==> src/rtl/cam_lru_cache_pkg.sv <==
// Shared types and constants for the cam_lru_cache slice.
package cam_pkg;

    typedef enum logic {
        IDLE  = 1'b0,
        FLUSH = 1'b1
    } cam_state_t;

    localparam int STATS_W = 32;

    function automatic int idx_w(input int n);
        return (n > 1) ? $clog2(n) : 1;
    endfunction

endpackage

==> src/rtl/cam_lru_age.sv <==
// True-LRU age tracker: ages form a permutation of 0..WORDS-1, 0 = most recent.
// Two ordered touch ports per cycle; port 1 is applied after port 0.
module cam_lru_age #(
    parameter int WORDS = 8,
    parameter int IDX_W = 3
) (
    input  logic                  clk,
    input  logic                  rst,
    input  logic [1:0]            touch_en,
    input  logic [1:0][IDX_W-1:0] touch_idx,
    input  logic                  age_clr,
    output logic [IDX_W-1:0]      lru_idx
);

    logic [WORDS-1:0][IDX_W-1:0] age_q, age_d, age_mid;

    function automatic logic [WORDS-1:0][IDX_W-1:0] touch_ages(
        input logic [WORDS-1:0][IDX_W-1:0] ages,
        input logic [IDX_W-1:0]            idx
    );
        logic [WORDS-1:0][IDX_W-1:0] res;
        logic [IDX_W-1:0]            old;
        old = ages[idx];
        for (int i = 0; i < WORDS; i++) begin
            if (IDX_W'(i) == idx) begin
                res[i] = '0;
            end else if (ages[i] < old) begin
                res[i] = ages[i] + IDX_W'(1);
            end else begin
                res[i] = ages[i];
            end
        end
        return res;
    endfunction

    // Apply the ordered touches, or restore the identity order after a flush.
    always_comb begin
        age_mid = touch_en[0] ? touch_ages(age_q, touch_idx[0]) : age_q;
        age_d   = touch_en[1] ? touch_ages(age_mid, touch_idx[1]) : age_mid;
        if (age_clr) begin
            for (int i = 0; i < WORDS; i++) begin
                age_d[i] = IDX_W'(i);
            end
        end else begin
            age_d = age_d;
        end
    end

    // Locate the entry holding the oldest age.
    always_comb begin
        lru_idx = '0;
        for (int i = 0; i < WORDS; i++) begin
            lru_idx = lru_idx | ((age_q[i] == IDX_W'(WORDS - 1)) ? IDX_W'(i) : '0);
        end
    end

    // Age array register.
    always_ff @(posedge clk or posedge rst) begin
        if (rst) begin
            for (int i = 0; i < WORDS; i++) begin
                age_q[i] <= IDX_W'(i);
            end
        end else begin
            age_q <= age_d;
        end
    end

endmodule

==> src/rtl/cam_lru_cache.sv <==
// Fully associative tag/data CAM with registered lookup, LRU fill and flush engine.
// Define CAM_STATS_EN to add saturating hit_cnt/miss_cnt lookup counters.
module cam_lru_cache
    import cam_pkg::*;
#(
    parameter int WORDS  = 8,
    parameter int BITS   = 8,
    parameter int TAG_SZ = 8,
    parameter int IDX_W  = idx_w(WORDS)
) (
    input  logic              clk,
    input  logic              rst,
    input  logic              lookup_valid,
    output logic              lookup_rdy,
    input  logic [TAG_SZ-1:0] lookup_tag,
    output logic              rsp_valid,
    output logic              rsp_hit,
    output logic [BITS-1:0]   rsp_data,
    output logic [IDX_W-1:0]  rsp_index,
    input  logic              fill_valid,
    output logic              fill_rdy,
    input  logic [TAG_SZ-1:0] fill_tag,
    input  logic [BITS-1:0]   fill_data,
    input  logic              inval_valid,
    input  logic [TAG_SZ-1:0] inval_tag,
    input  logic              flush,
`ifdef CAM_STATS_EN
    output logic              busy,
    output logic [STATS_W-1:0] hit_cnt,
    output logic [STATS_W-1:0] miss_cnt
`else
    output logic              busy
`endif
);

    cam_state_t                   state_q;
    logic [IDX_W-1:0]             cnt_q;
    logic                         busy_q;
    logic [WORDS-1:0]             val_q, val_d;
    logic [WORDS-1:0][TAG_SZ-1:0] tag_q, tag_d;
    logic [WORDS-1:0][BITS-1:0]   data_q, data_d;
    logic                         rsp_valid_q, rsp_valid_d, rsp_hit_q, rsp_hit_d;
    logic [BITS-1:0]              rsp_data_q, rsp_data_d;
    logic [IDX_W-1:0]             rsp_index_q, rsp_index_d;

    logic             lk_acc, fill_acc, inval_acc, flush_start, flush_done;
    logic             lk_hit, fl_hit, has_free;
    logic [IDX_W-1:0] lk_idx, fl_idx, free_idx, fill_idx, lru_idx;
    logic [BITS-1:0]  lk_data;

    assign lookup_rdy  = !busy_q;
    assign fill_rdy    = !busy_q && !inval_valid;
    assign lk_acc      = lookup_valid && lookup_rdy;
    assign fill_acc    = fill_valid && fill_rdy;
    assign inval_acc   = inval_valid && !busy_q;
    assign flush_start = (state_q == IDLE) && flush;
    assign flush_done  = (state_q == FLUSH) && (cnt_q == IDX_W'(WORDS - 1));

    assign busy      = busy_q;
    assign rsp_valid = rsp_valid_q;
    assign rsp_hit   = rsp_hit_q;
    assign rsp_data  = rsp_data_q;
    assign rsp_index = rsp_index_q;

    // Tag searches; tags are unique so OR-reduction of the matching entry is exact.
    always_comb begin
        lk_hit   = 1'b0;
        lk_idx   = '0;
        lk_data  = '0;
        fl_hit   = 1'b0;
        fl_idx   = '0;
        has_free = 1'b0;
        free_idx = '0;
        for (int i = 0; i < WORDS; i++) begin
            lk_hit  = lk_hit | (val_q[i] && (tag_q[i] == lookup_tag));
            lk_idx  = lk_idx | ((val_q[i] && (tag_q[i] == lookup_tag)) ? IDX_W'(i) : '0);
            lk_data = lk_data | ((val_q[i] && (tag_q[i] == lookup_tag)) ? data_q[i] : '0);
            fl_hit  = fl_hit | (val_q[i] && (tag_q[i] == fill_tag));
            fl_idx  = fl_idx | ((val_q[i] && (tag_q[i] == fill_tag)) ? IDX_W'(i) : '0);
        end
        for (int i = WORDS - 1; i >= 0; i--) begin
            if (!val_q[i]) begin
                has_free = 1'b1;
                free_idx = IDX_W'(i);
            end else begin
                has_free = has_free;
            end
        end
    end

    assign fill_idx = fl_hit ? fl_idx : (has_free ? free_idx : lru_idx);

    // Next-state for the entry array and the lookup response.
    always_comb begin
        val_d  = val_q;
        tag_d  = tag_q;
        data_d = data_q;
        if (fill_acc) begin
            val_d[fill_idx]  = 1'b1;
            tag_d[fill_idx]  = fill_tag;
            data_d[fill_idx] = fill_data;
        end else if (inval_acc) begin
            for (int i = 0; i < WORDS; i++) begin
                val_d[i] = val_q[i] && (tag_q[i] != inval_tag);
            end
        end else if (state_q == FLUSH) begin
            val_d[cnt_q] = 1'b0;
        end else begin
            val_d = val_q;
        end
        rsp_valid_d = lk_acc;
        rsp_hit_d   = lk_acc && lk_hit;
        rsp_data_d  = (lk_acc && lk_hit) ? lk_data : '0;
        rsp_index_d = (lk_acc && lk_hit) ? lk_idx : '0;
    end

    cam_lru_age #(
        .WORDS (WORDS),
        .IDX_W (IDX_W)
    ) u_age (
        .clk       (clk),
        .rst       (rst),
        .touch_en  ({fill_acc, lk_acc && lk_hit}),
        .touch_idx ({fill_idx, lk_idx}),
        .age_clr   (flush_done),
        .lru_idx   (lru_idx)
    );

    // Flush sequencer: walks every entry once, one per cycle.
    always_ff @(posedge clk or posedge rst) begin
        if (rst) begin
            state_q <= IDLE;
            cnt_q   <= '0;
            busy_q  <= 1'b0;
        end else begin
            case (state_q)
                IDLE: begin
                    if (flush) begin
                        state_q <= FLUSH;
                        cnt_q   <= '0;
                        busy_q  <= 1'b1;
                    end
                end
                FLUSH: begin
                    if (cnt_q == IDX_W'(WORDS - 1)) begin
                        state_q <= IDLE;
                        busy_q  <= 1'b0;
                    end else begin
                        cnt_q <= cnt_q + IDX_W'(1);
                    end
                end
                default: begin
                    state_q <= IDLE;
                    busy_q  <= 1'b0;
                end
            endcase
        end
    end

    // Entry array and response registers.
    always_ff @(posedge clk or posedge rst) begin
        if (rst) begin
            val_q       <= '0;
            tag_q       <= '0;
            data_q      <= '0;
            rsp_valid_q <= 1'b0;
            rsp_hit_q   <= 1'b0;
            rsp_data_q  <= '0;
            rsp_index_q <= '0;
        end else begin
            val_q       <= val_d;
            tag_q       <= tag_d;
            data_q      <= data_d;
            rsp_valid_q <= rsp_valid_d;
            rsp_hit_q   <= rsp_hit_d;
            rsp_data_q  <= rsp_data_d;
            rsp_index_q <= rsp_index_d;
        end
    end

`ifdef CAM_STATS_EN
    logic [STATS_W-1:0] hit_cnt_q, hit_cnt_d, miss_cnt_q, miss_cnt_d;

    assign hit_cnt  = hit_cnt_q;
    assign miss_cnt = miss_cnt_q;

    // Saturating lookup counters; a flush start wins over a same-cycle lookup.
    always_comb begin
        hit_cnt_d  = hit_cnt_q;
        miss_cnt_d = miss_cnt_q;
        if (flush_start) begin
            hit_cnt_d  = '0;
            miss_cnt_d = '0;
        end else if (lk_acc && lk_hit) begin
            hit_cnt_d = (hit_cnt_q == '1) ? hit_cnt_q : hit_cnt_q + STATS_W'(1);
        end else if (lk_acc) begin
            miss_cnt_d = (miss_cnt_q == '1) ? miss_cnt_q : miss_cnt_q + STATS_W'(1);
        end else begin
            hit_cnt_d = hit_cnt_q;
        end
    end

    // Counter registers.
    always_ff @(posedge clk or posedge rst) begin
        if (rst) begin
            hit_cnt_q  <= '0;
            miss_cnt_q <= '0;
        end else begin
            hit_cnt_q  <= hit_cnt_d;
            miss_cnt_q <= miss_cnt_d;
        end
    end
`endif

endmodule

==> config.mk <==
export PLATFORM = sky130hd
export DESIGN_NAME = cam_lru_cache
export DESIGN_NICKNAME = d
export VERILOG_FILES = /design/src/rtl/cam_lru_cache_pkg.sv /design/src/rtl/cam_lru_age.sv /design/src/rtl/cam_lru_cache.sv
export SDC_FILE = /design/constraint.sdc
export NUM_CORES = 1
export LEC_CHECK = 0
export CAP_MARGIN = 10
export CORE_ASPECT_RATIO = 2
export CORE_MARGIN = 4
export CORE_UTILIZATION = 62
export DETAILED_ROUTE_END_ITERATION = 16
export GPL_ROUTABILITY_DRIVEN = 0
export PLACE_DENSITY = 0.79
export SLEW_MARGIN = 20
export SYNTH_ARGS = -nofsm -noshare
export SYNTH_HDL_FRONTEND = slang
export SYNTH_HIERARCHICAL = 1
export SYNTH_SLANG_ARGS = --single-unit
==> constraint.sdc <==
create_clock -name clk -period 8.9 [get_ports clk]
set_input_delay 0.89 -clock clk [delete_from_list [all_inputs] [get_ports clk]]
set_output_delay 0.89 -clock clk [all_outputs]
set_load 0.01 [all_outputs]
* Word-level counts from Yosys, hierarchy flattened
Index checks and enable logic that the tools add are counted.
Cells by class: add/sub/neg operators 17, $lt $le $gt $ge 21, eq/ne operators 49, mux-type cells 108, bitwise logic cells 43, reductions and logical operators 39
Operators with widths (number):
- 3-bit two-way mux | 59
- 64-bit bitwise mux | 2
- 8-bit == test | 16
- 8-bit two-way mux | 13
- 24-bit two-way mux | 3
- 8-bit inequality test | 8
- 8-bit OR | 8
- 3-bit by 1-bit adder with 3-bit output, second input constant | 17
- 3-bit < comparator | 16
- 3-bit OR | 12
- 1-bit logical AND | 32
- 8-bit demux with 3-bit select | 1
- 3-bit == test, first input constant | 8
- 3-bit == test, second input constant | 8
- 3-bit binary-select mux with 3-bit select | 2
- 1-bit two-way mux | 17
- 1-bit OR | 14
- 2-bit by 3-bit == test with 1-bit output, first input constant | 4
- 3-bit by 4-bit < comparator with 1-bit output, second input constant | 3
- 2-bit two-way mux | 6
- 8-bit AND | 1
- 8-bit inverter | 1
- 1-bit demux with 3-bit select | 2
- 1-bit by 3-bit == test with 1-bit output, first input constant | 2
- 13 further kinds | 22
Storage, ports and cells: register bits 178, input port bits 38, output and inout port bits 16, logic and storage cells 309

* Logic depth before layout (Yosys ltp)
Gate-level depths: netlist of the first run.
depth in word-level cells 22, depth in mapped cells 27, depth with buffers taken out 23

* By module
The synthesis of the first run kept the hierarchy.
Modules (own cells, without submodules):
- cam_lru_cache | times used 1, cells an instance 756, area each 8906.0 um2, seq. area each 3853.7 um2
- cam_lru_age | times used 1, cells an instance 517, area each 4032.6 um2, seq. area each 615.6 um2

* Worst setup path before layout of the first run
No wires, ideal clock.
kind in2reg, start input port lookup_tag[4], end register u_age/age_q[19] in the netlist's numbering, setup time 0.094 ns, data arrival time 7.148 ns, required time 8.806 ns, slack 1.657 ns, cell stages on the path 25, path buffers 3, cell sequence buf_2 > xnor2_1 > nand4_1 > nor4_1 > and3_1 > clkbuf_1 > nor2_1 > nand2_1 > clkbuf_4 > mux4_2 > mux2i_1 > ha_1 > and2_1 > or3_1 > nor3_1 > nor2_1 > mux2i_1 > nor2_1 > mux4_2 > mux2i_1 > ha_1 > or3_1 > o22ai_1 > a2111oi_0 > or4_1
RTL lines:
- from (decl) | RTL line cam_lru_cache.sv:15 | input logic [TAG_SZ-1:0] lookup_tag,
- to (signal, indexed assignment) | RTL line cam_lru_age.sv:61 | age_q[i] <= IDX_W'(i);
- to (signal assigned) | RTL line cam_lru_age.sv:64 | age_q <= age_d;
- to (decl) | RTL line cam_lru_age.sv:15 | logic [WORDS-1:0][IDX_W-1:0] age_q, age_d, age_mid;

==> results of run 1 <==
area by class of cell:
class	count	area [um2]	share of cell area, %
Antenna cell	1	2.50	0.0177
Clock buffer	20	457	3.24
Clock inverter	10	98.8	0.701
Inverter	34	138	0.976
Multi-Input combinational cell	990	7930	56.2
Sequential cell	178	4470	31.7
Tap cell	266	333	2.36
Timing Repair Buffer	72	673	4.77
kinds of logic after synthesis:
group	count (synthesis)	share of synthesized area [%]
AOI/OAI and AO/OA	245	14.1
xor gates and xnor gates	195	13.2
adders and majority gates	47	4.53
buffers and inverters	105	4.21
DFF	178	34.5
muxes	159	14.7
and+or+nand+nor	344	14.7
flip-flops by register name, indices dropped and copies added (netlist names):
name / cells
busy: 1
cnt_q: 3
data_q: 64
rsp_data: 8
rsp_hit: 1
rsp_index: 3
rsp_valid: 1
state_q: 1
tag_q: 64
u_age/age_q: 24
val_q: 8
metal layers:
| layer | track usage (%) | part of all wire [%] |
|---|---|---|
| met1 | 36.2 | 31 |
| met2 | 62.3 | 50 |
| met3 | 9.75 | 7.9 |
| met4 | 32.4 | 11 |
| met5 | 0 | 0.031 |
Yosys cell counts (10+ instances only):
cell type,n
nand3_1,25
buf_2,14
clkbuf_1,31
a31oi_1,30
xor2_1,60
a22oi_1,18
dfrtp_1,166
buf_6,10
o21ai_0,44
a221oi_1,10
nor2b_1,13
and3_1,12
mux2_1,31
a22o_1,10
dfstp_2,12
nor3_1,21
nor2_1,57
nor4_1,24
mux2_4,19
nand2_1,82
nand2b_1,19
ha_1,46
mux2i_1,18
inv_1,33
buf_4,13
a21oi_1,29
xnor2_1,135
mux2_2,85
nand4_1,32
worst register-to-register path, stage by stage, from the launching register on:
cell,delay (ns)
dfrtp_1,0.44
xnor2_1,0.30
nand4_1,0.12
nor4_1,0.21
and3_1,0.50
nor2_1,0.17
nand2_1,0.54
mux4_2,0.59
mux2i_1,0.22
buf_4,0.23
ha_1,0.15
nand2b_1,0.15
a2111oi_0,0.09
a31oi_1,0.44
mux2i_1,0.29
nor2_1,0.13
mux4_2,0.51
mux2i_1,0.15
buf_4,0.21
ha_1,0.28
or3_1,0.40
o22ai_1,0.19
a2111oi_0,0.08
or4_1,0.54
how the worst max path moves through the flow:
stage                             start               to  cells after the start
final                     lookup_tag[7]  u_age/age_q[19]                     23
after global routing      lookup_tag[4]  u_age/age_q[19]                     24
after CTS                 lookup_tag[7]  u_age/age_q[19]                     23
after detailed placement  lookup_tag[7]  u_age/age_q[19]                     23
after global placement    lookup_tag[4]  u_age/age_q[19]                     24
after floorplan           lookup_tag[4]  u_age/age_q[19]                     25
stage by stage:
| step | setup slack (ns) | utilization [%] | power (mW) | hold slack, ns | instance area, um2 |
|---|---|---|---|---|---|
| after CTS | 1.28 | 68.9 | 3.21 | 0.496 | 14100 |
| after floorplan | 1.66 | - | 2.09 | 0.459 | 12900 |
| final | 1.14 | 68.9 | 3.26 | 0.494 | 14100 |
| after global placement | 1.01 | 66.2 | 2.42 | 0.470 | 13500 |
| after detailed placement | 0.851 | 66.2 | 2.46 | 0.480 | 13500 |
| after global routing | 0.699 | 68.9 | 3.41 | 0.516 | 14100 |
power by group through the flow:
| stage | combinational [mW] | clock [mW] | sequential (mW) |
|---|---|---|---|
| floorplan | 0.967 | 0 | 1.12 |
| global placement | 1.20 | 0 | 1.22 |
| detailed placement | 1.24 | 0 | 1.23 |
| CTS | 1.25 | 0.745 | 1.21 |
| global route | 1.39 | 0.775 | 1.24 |
| finish | 1.29 | 0.738 | 1.24 |
==> metrics.md, run 1 <==
| Metric | Value |
|---|---|
| CTS tree | `built` |
| Largest area contributor in the netlist | `dfrtp_1` |
| Status | `finished, final reports clean` |
| Highest-count cells in the layout ignoring fill and taps | `166 x dfrtp_1, 135 x xnor2_1, 85 x mux2_2` |
| Hold Crit Depth | `1` |
| Worst-path cell chain | `clkdlybuf4s50_1, xor2_1, nor4_1, and3_1, nor2_1, nand2_1, mux4_2, mux2i_1, buf_4, ha_1, nand2b_1, a2111oi_0, a31oi_1, mux2i_1, nor2_1, mux4_2, mux2i_1, buf_4, ha_1, or3_1, o22ai_1, a2111oi_0, or4_1` |
| Initial antenna violation count | `1` |
| Synth unique cells | `101` |
| Final std cells w/o fill | `approximately 1600` |
| Routed wire length per instance | `26.6 um` |
| Sequential power share | `a little under two fifths` |
| Largest net degree at the start of global routing | `84` |
| Core area | `0.0205 mm2` |
| Register bit total from synthesis | `178` |
| Layout cell share with drive strength beyond 1 | `16.4%` |
| Most frequent CP cell | `mux2i_1` |
| Chip width | `110 um` |
| Pleak | `6.07 nW` |
| Final setup vio count | `0` |
| Most common cell after layout, fill and taps aside | `dfrtp_1` |
| Fmax achieved | `around 130 MHz` |
| Post-synth EDFFs | `0` |
| Slowest cell delay on critical path | `0.74 ns` |
| Io pins | `between 50 and 60` |
| Syn avg cell area | `slightly above 10 um2` |
| IO buf count | `53` |
| Vias | `11000` |
| Area share of the largest cell type after synthesis | `32.1%` |
| First-pass DRT Iterations | `7` |
| Sw power | `1.32 mW` |
| Die Y | `212 um` |
| Crit path max-delay family | `simple AND/OR/NAND/NOR gates` |
| Maxcap violations | `0` |
| Fillers | `1567` |
| HP Class | `flop to flop` |
| Min-delay src | `data_q[47]` |
| WHS Endpoint | `data_q[47]` |
| Critical path type | `input pin to flop` |
| Max Clock Skew | `0.0108 ns` |
| Rel. slew slack | `33.2%` |
| Worst-path clk slew | `0.07 ns` |
| DRC violations left | `0` |
| Fin Setup TNS | `0 ns` |
| Reg-to-reg startpoint | `tag_q[61]` |
| Starting Density | `63.2%` |
| Setup Buffers After CTS | `0` |
| Full die area | `0.0234 mm2` |
| CTS resizes | `0` |
| Mapped Area | `0.0129 mm2` |
| Dpl hpwl | `approximately 30 mm` |
| H-tree levels | `4` |
| Hold Vio Cnt, Final | `0` |
| Buf/Inv on CP | `3` |
| Clock tree buffer depth | `2` |
| Synth warn | `6` |
| Vias in the first global route | `11500` |
| Switching Fraction | `around two fifths` |
| Syn-to-layout area delta | `8.99%` |
| Root Driver | `clkbuf_16` |
| CP max stage cell | `clkdlybuf4s50_1` |
| Dpl cells | `1540` |
| Post-layout min period | `7.76 ns` |
| Detailed Route WL | `41.8 mm` |
| Arrival time at the worst endpoint | `8.11 ns` |
| Worst-path fanout max | `16` |
| Crit start category | `input pin` |
| RSZ-0062 raised after global routing | `false` |
| # nets final | `1377` |
| Req. time, crit path | `9.26 ns` |
| DRT iter0 DRCs | `approximately 940` |
| Total CTS buffers | `17` |
| Syn Nets | `between 1000 and 1500` |
| Post-synthesis sequential area ratio | `34.5%` |
| Async set-reset flop share out of synthesis | `100%` |
| Comb pwr share | `39.4%` |
| RR Endpoint | `u_age/age_q[19]` |
| CP Capture Type | `flop` |
| Max VDD drop | `172 uV` |
| GRT Util Overall | `a little under two fifths` |
| Final Cycle Share | `87.2%` |
| Cell Int Power | `1.94 mW` |
| FF-to-FF setup slack | `roughly 1.9 ns` |
| Post-CTS Hold Fix Bufs | `0` |
| Cells after Synth | `1273` |
| Clk_lat worst skew | `0.45 ns` |
| Routed Antenna Nets | `0` |
| Rows | `74` |
| Top_reg_cell synth | `dfrtp_1` |
| Final slew viol count | `0` |
| Top post-synthesis cells by area | `dfrtp_1 32%, xnor2_1 9.1%, mux2_2 7.4%, ha_1 4.4%, xor2_1 4.1%` |
| Actual slew at the worst max-slew pin | `1.00 ns` |
| Global-route wire length before repair | `63.7 mm` |
| GR Overflow Total | `0` |
| Vias/cell | `7.02` |
| R2R cell count | `23` |
| CTS Sinks | `between 150 and 200` |
| Power share of the clock group | `22.6%` |
| P per Cell Area | `231 mW/mm2` |
Note: power is estimated with default switching activity, not from simulation.
==> run 2: changes to the inputs <==
--- a/config.mk
+++ b/config.mk
@@ -10,7 +10,6 @@
 export CORE_MARGIN = 4
 export CORE_UTILIZATION = 62
 export DETAILED_ROUTE_END_ITERATION = 16
-export GPL_ROUTABILITY_DRIVEN = 0
 export PLACE_DENSITY = 0.79
 export SLEW_MARGIN = 20
 export SYNTH_ARGS = -nofsm -noshare
==> run 2 against run 1 <==
Utilization increased by 0.19 points. Critical path depth increased by 2. Non-clock buffer count unchanged. Sequential share of layout area decreased by 0.087 points. Global-route usage increased by 0.88 points. Register-to-register slack improved by 0.04 ns. Wire length increased by 1.7%. Combinational power about the same. Sequential cell count unchanged. Fmax increased by 0.11%. Sequential power about the same. Clock power increased by 7.2%. Critical path type unchanged. Critical endpoint unchanged. Largest power group unchanged.
==> metrics.md, run 2 (synthesis gave the netlist of run 1 again) <==
| Metric | Value |
|---|---|
| Status | `finished, final reports clean` |
| Rel. slew slack | `30.5% (-2.8 points)` |
| HP Class | `flop to flop` |
| Sequential power share | `36.9% (-1.0 points)` |
| Arrival time at the worst endpoint | `8.11 ns (about the same)` |
| P per Cell Area | `233 mW/mm2 (+0.82%)` |
| Io pins | `54 (unchanged)` |
| Most frequent CP cell | `nand2_1` |
| Cell Int Power | `1.99 mW (+2.5%)` |
| Worst-path clk slew | `0.07 ns (about the same)` |
| Multi-input logic area | `0.00793 mm2 (unchanged)` |
| Total CTS buffers | `17 (unchanged)` |
| CP Capture Type | `flop` |
| Final Cycle Share | `87.1% (-0.097 points)` |
| Final Util | `69.1% (+0.19 points)` |
| Met3 usage | `7.81% (-1.9 points)` |
| Detailed Route WL | `42.5 mm (+1.7%)` |
| Max Clock Skew | `0.0112 ns (+0.000375 ns)` |
| # nets final | `1377 (unchanged)` |
| Final slew viol count | `0 (unchanged)` |
| First-pass DRT Iterations | `5 (-2)` |
| CP max stage cell | `clkdlybuf4s50_1` |
| DRT iter0 DRCs | `759 (-19%)` |
| Worst hold slack | `0.487 ns (-0.00651 ns)` |
| Clock tree buffer depth | `2 (unchanged)` |
| Die Y | `212 um (unchanged)` |
| Pleak | `6.08 nW (+0.21%)` |
| Switching Fraction | `39.6% (-0.80 points)` |
| Register area | `0.00447 mm2 (unchanged)` |
| Met1 Use GR | `36.1% (-0.085 points)` |
| Actual slew at the worst max-slew pin | `1.04 ns (+0.0406 ns)` |
| IO buf count | `53 (unchanged)` |
| Setup Buffers After CTS | `0 (unchanged)` |
| Routed Antenna Nets | `0 (unchanged)` |
| Initial antenna violation count | `0 (-1)` |
| Dpl hpwl | `31.3 mm (+4.5%)` |
| GRT Util Overall | `37.9% (+0.88 points)` |
| Fmax achieved | `129 MHz (+0.11%)` |
| Full die area | `0.0234 mm2 (unchanged)` |
| Post-CTS Hold Fix Bufs | `0 (unchanged)` |
| Tot Pwr | `3.30 mW (+1.1%)` |
| Global-route wire length before repair | `64.8 mm (+1.7%)` |
| Top Usage Layer GRT | `met2` |
| Comb pwr share | `39.1% (-0.3 points)` |
| Worst-path fanout max | `12 (-4)` |
| GR Overflow Total | `0 (unchanged)` |
| Vias in the first global route | `11200 (-1.9%)` |
| Pre-CTS setup slack | `0.923 ns (+0.0717 ns)` |
| Power share of the clock group | `24.0% (+1.4 points)` |
| Starting Density | `63.2% (unchanged)` |
| Inserted Diodes | `0 (-1)` |
| Cell Area, Placed | `0.0135 mm2 (unchanged)` |
| Chip width | `110 um (unchanged)` |
| Final Worst Setup Slack | `1.15 ns (+0.00864 ns)` |
| Fin Setup TNS | `0 ns (unchanged)` |
| Core area | `0.0205 mm2 (unchanged)` |
| Vias | `10700 (-3.1%)` |
| CTS resizes | `0 (unchanged)` |
| DRC violations left | `0 (unchanged)` |
| M2 GR Usage | `64.7% (+2.5 points)` |
| Final std cells w/o fill | `1570 (-0.064%)` |
| CTS Sinks | `178 (unchanged)` |
| Critical path type | `input pin to flop` |
| Fillers | `1618 (+3.3%)` |
| Req. time, crit path | `9.27 ns (about the same)` |
| Sw power | `1.30 mW (-0.91%)` |
| RSZ-0062 raised after global routing | `false` |
| Final setup vio count | `0 (unchanged)` |
| Rows | `74 (unchanged)` |
| CTS tree | `built` |
| Max VDD drop | `167 uV (-2.8%)` |
| H-tree levels | `4 (unchanged)` |
| Highest-count cells in the layout ignoring fill and taps | `166 x dfrtp_1, 135 x xnor2_1, 85 x mux2_2` |
| Crit start category | `input pin` |
| Placer congestion estimate | `1.06` |
| Routed wire length per instance | `27.1 um (+1.8%)` |
| Hold Vio Cnt, Final | `0 (unchanged)` |
| Vias/cell | `6.81 (-3.1%)` |
| Clk_lat worst skew | `0.45 ns (about the same)` |
| Syn-to-layout area delta | `9.29%` |
| Slowest cell delay on critical path | `0.70 ns (-0.04 ns)` |
| Most common cell after layout, fill and taps aside | `dfrtp_1` |
| Largest net degree at the start of global routing | `79 (-6.0%)` |
| Root Driver | `clkbuf_16` |
| Dpl cells | `1540 (unchanged)` |
| Biggest regs | `data_q x64, tag_q x64, u_age/age_q x24` |
| Post-route cell area | `0.0141 mm2 (+0.28%)` |
| Maxcap violations | `0 (unchanged)` |
| Post-layout min period | `7.75 ns (-0.00864 ns)` |
| Layout cell share with drive strength beyond 1 | `16.3% (-0.15 points)` |
## run 2: changes by cell type in the layout (fill, tap and decap cells not counted)
cell        delta
clkbuf_8       -1
inv_8          +1
inv_6          -2
diode_2        -1
inv_2          -1
inv_1          +1
clkbuf_1       +1
bufinv_16      +2
clkinvlp_4     +1
clkinv_2       -2
## run 2: area by class of cell
| cell class | count | area share (%) |
|---|---|---|
| Multi-Input combinational cell | 990 | 56.1 |
| Sequential cell | 178 | 31.6 |
| Timing Repair Buffer | 72 | 4.76 |
| Clock buffer | 20 | 3.16 |
| Tap cell | 266 | 2.35 |
| Clock inverter | 10 | 1.06 |
| Inverter | 34 | 0.973 |
## run 2: worst paths after layout
check	start	end	slack [ns]	cells after the start
max	lookup_tag[5]	u_age/age_q[19]	1.15	25
min	data_q[39]	data_q[39]	0.49	1
max reg2reg	tag_q[47]	u_age/age_q[19]	1.91	23
min reg2reg	data_q[39]	data_q[39]	0.49	1
max in group asynchronous	rst	tag_q[13]	6.43	3
min in group asynchronous	rst	data_q[36]	0.94	2
## run 2: layer usage
metal  up-vias  wire length [um]
li1       4707                 -
met1      5247             13700
met2       498             21600
met3       236              2330
met4         0              4840
met5         -                 0
## run 2: power by group through the flow
stage                     combinational (mW)  clock (mW)  sequential [mW]
after detailed placement                1.25           0             1.22
after global placement                  1.23           0             1.22
after floorplan                        0.967           0             1.12
after CTS                               1.26       0.797             1.21
after global routing                    1.39       0.830             1.23
final                                   1.29       0.791             1.22
## run 2: critical path: cells and delay by family
| kind | cells | cell delay [ns] |
|---|---|---|
| compound gates | 4 | 0.77 |
| xor+xnor | 2 | 0.66 |
| fa+ha+maj | 2 | 0.56 |
| buf+inv | 3 | 1.16 |
| mux | 4 | 1.52 |
| simple gates | 10 | 2.52 |
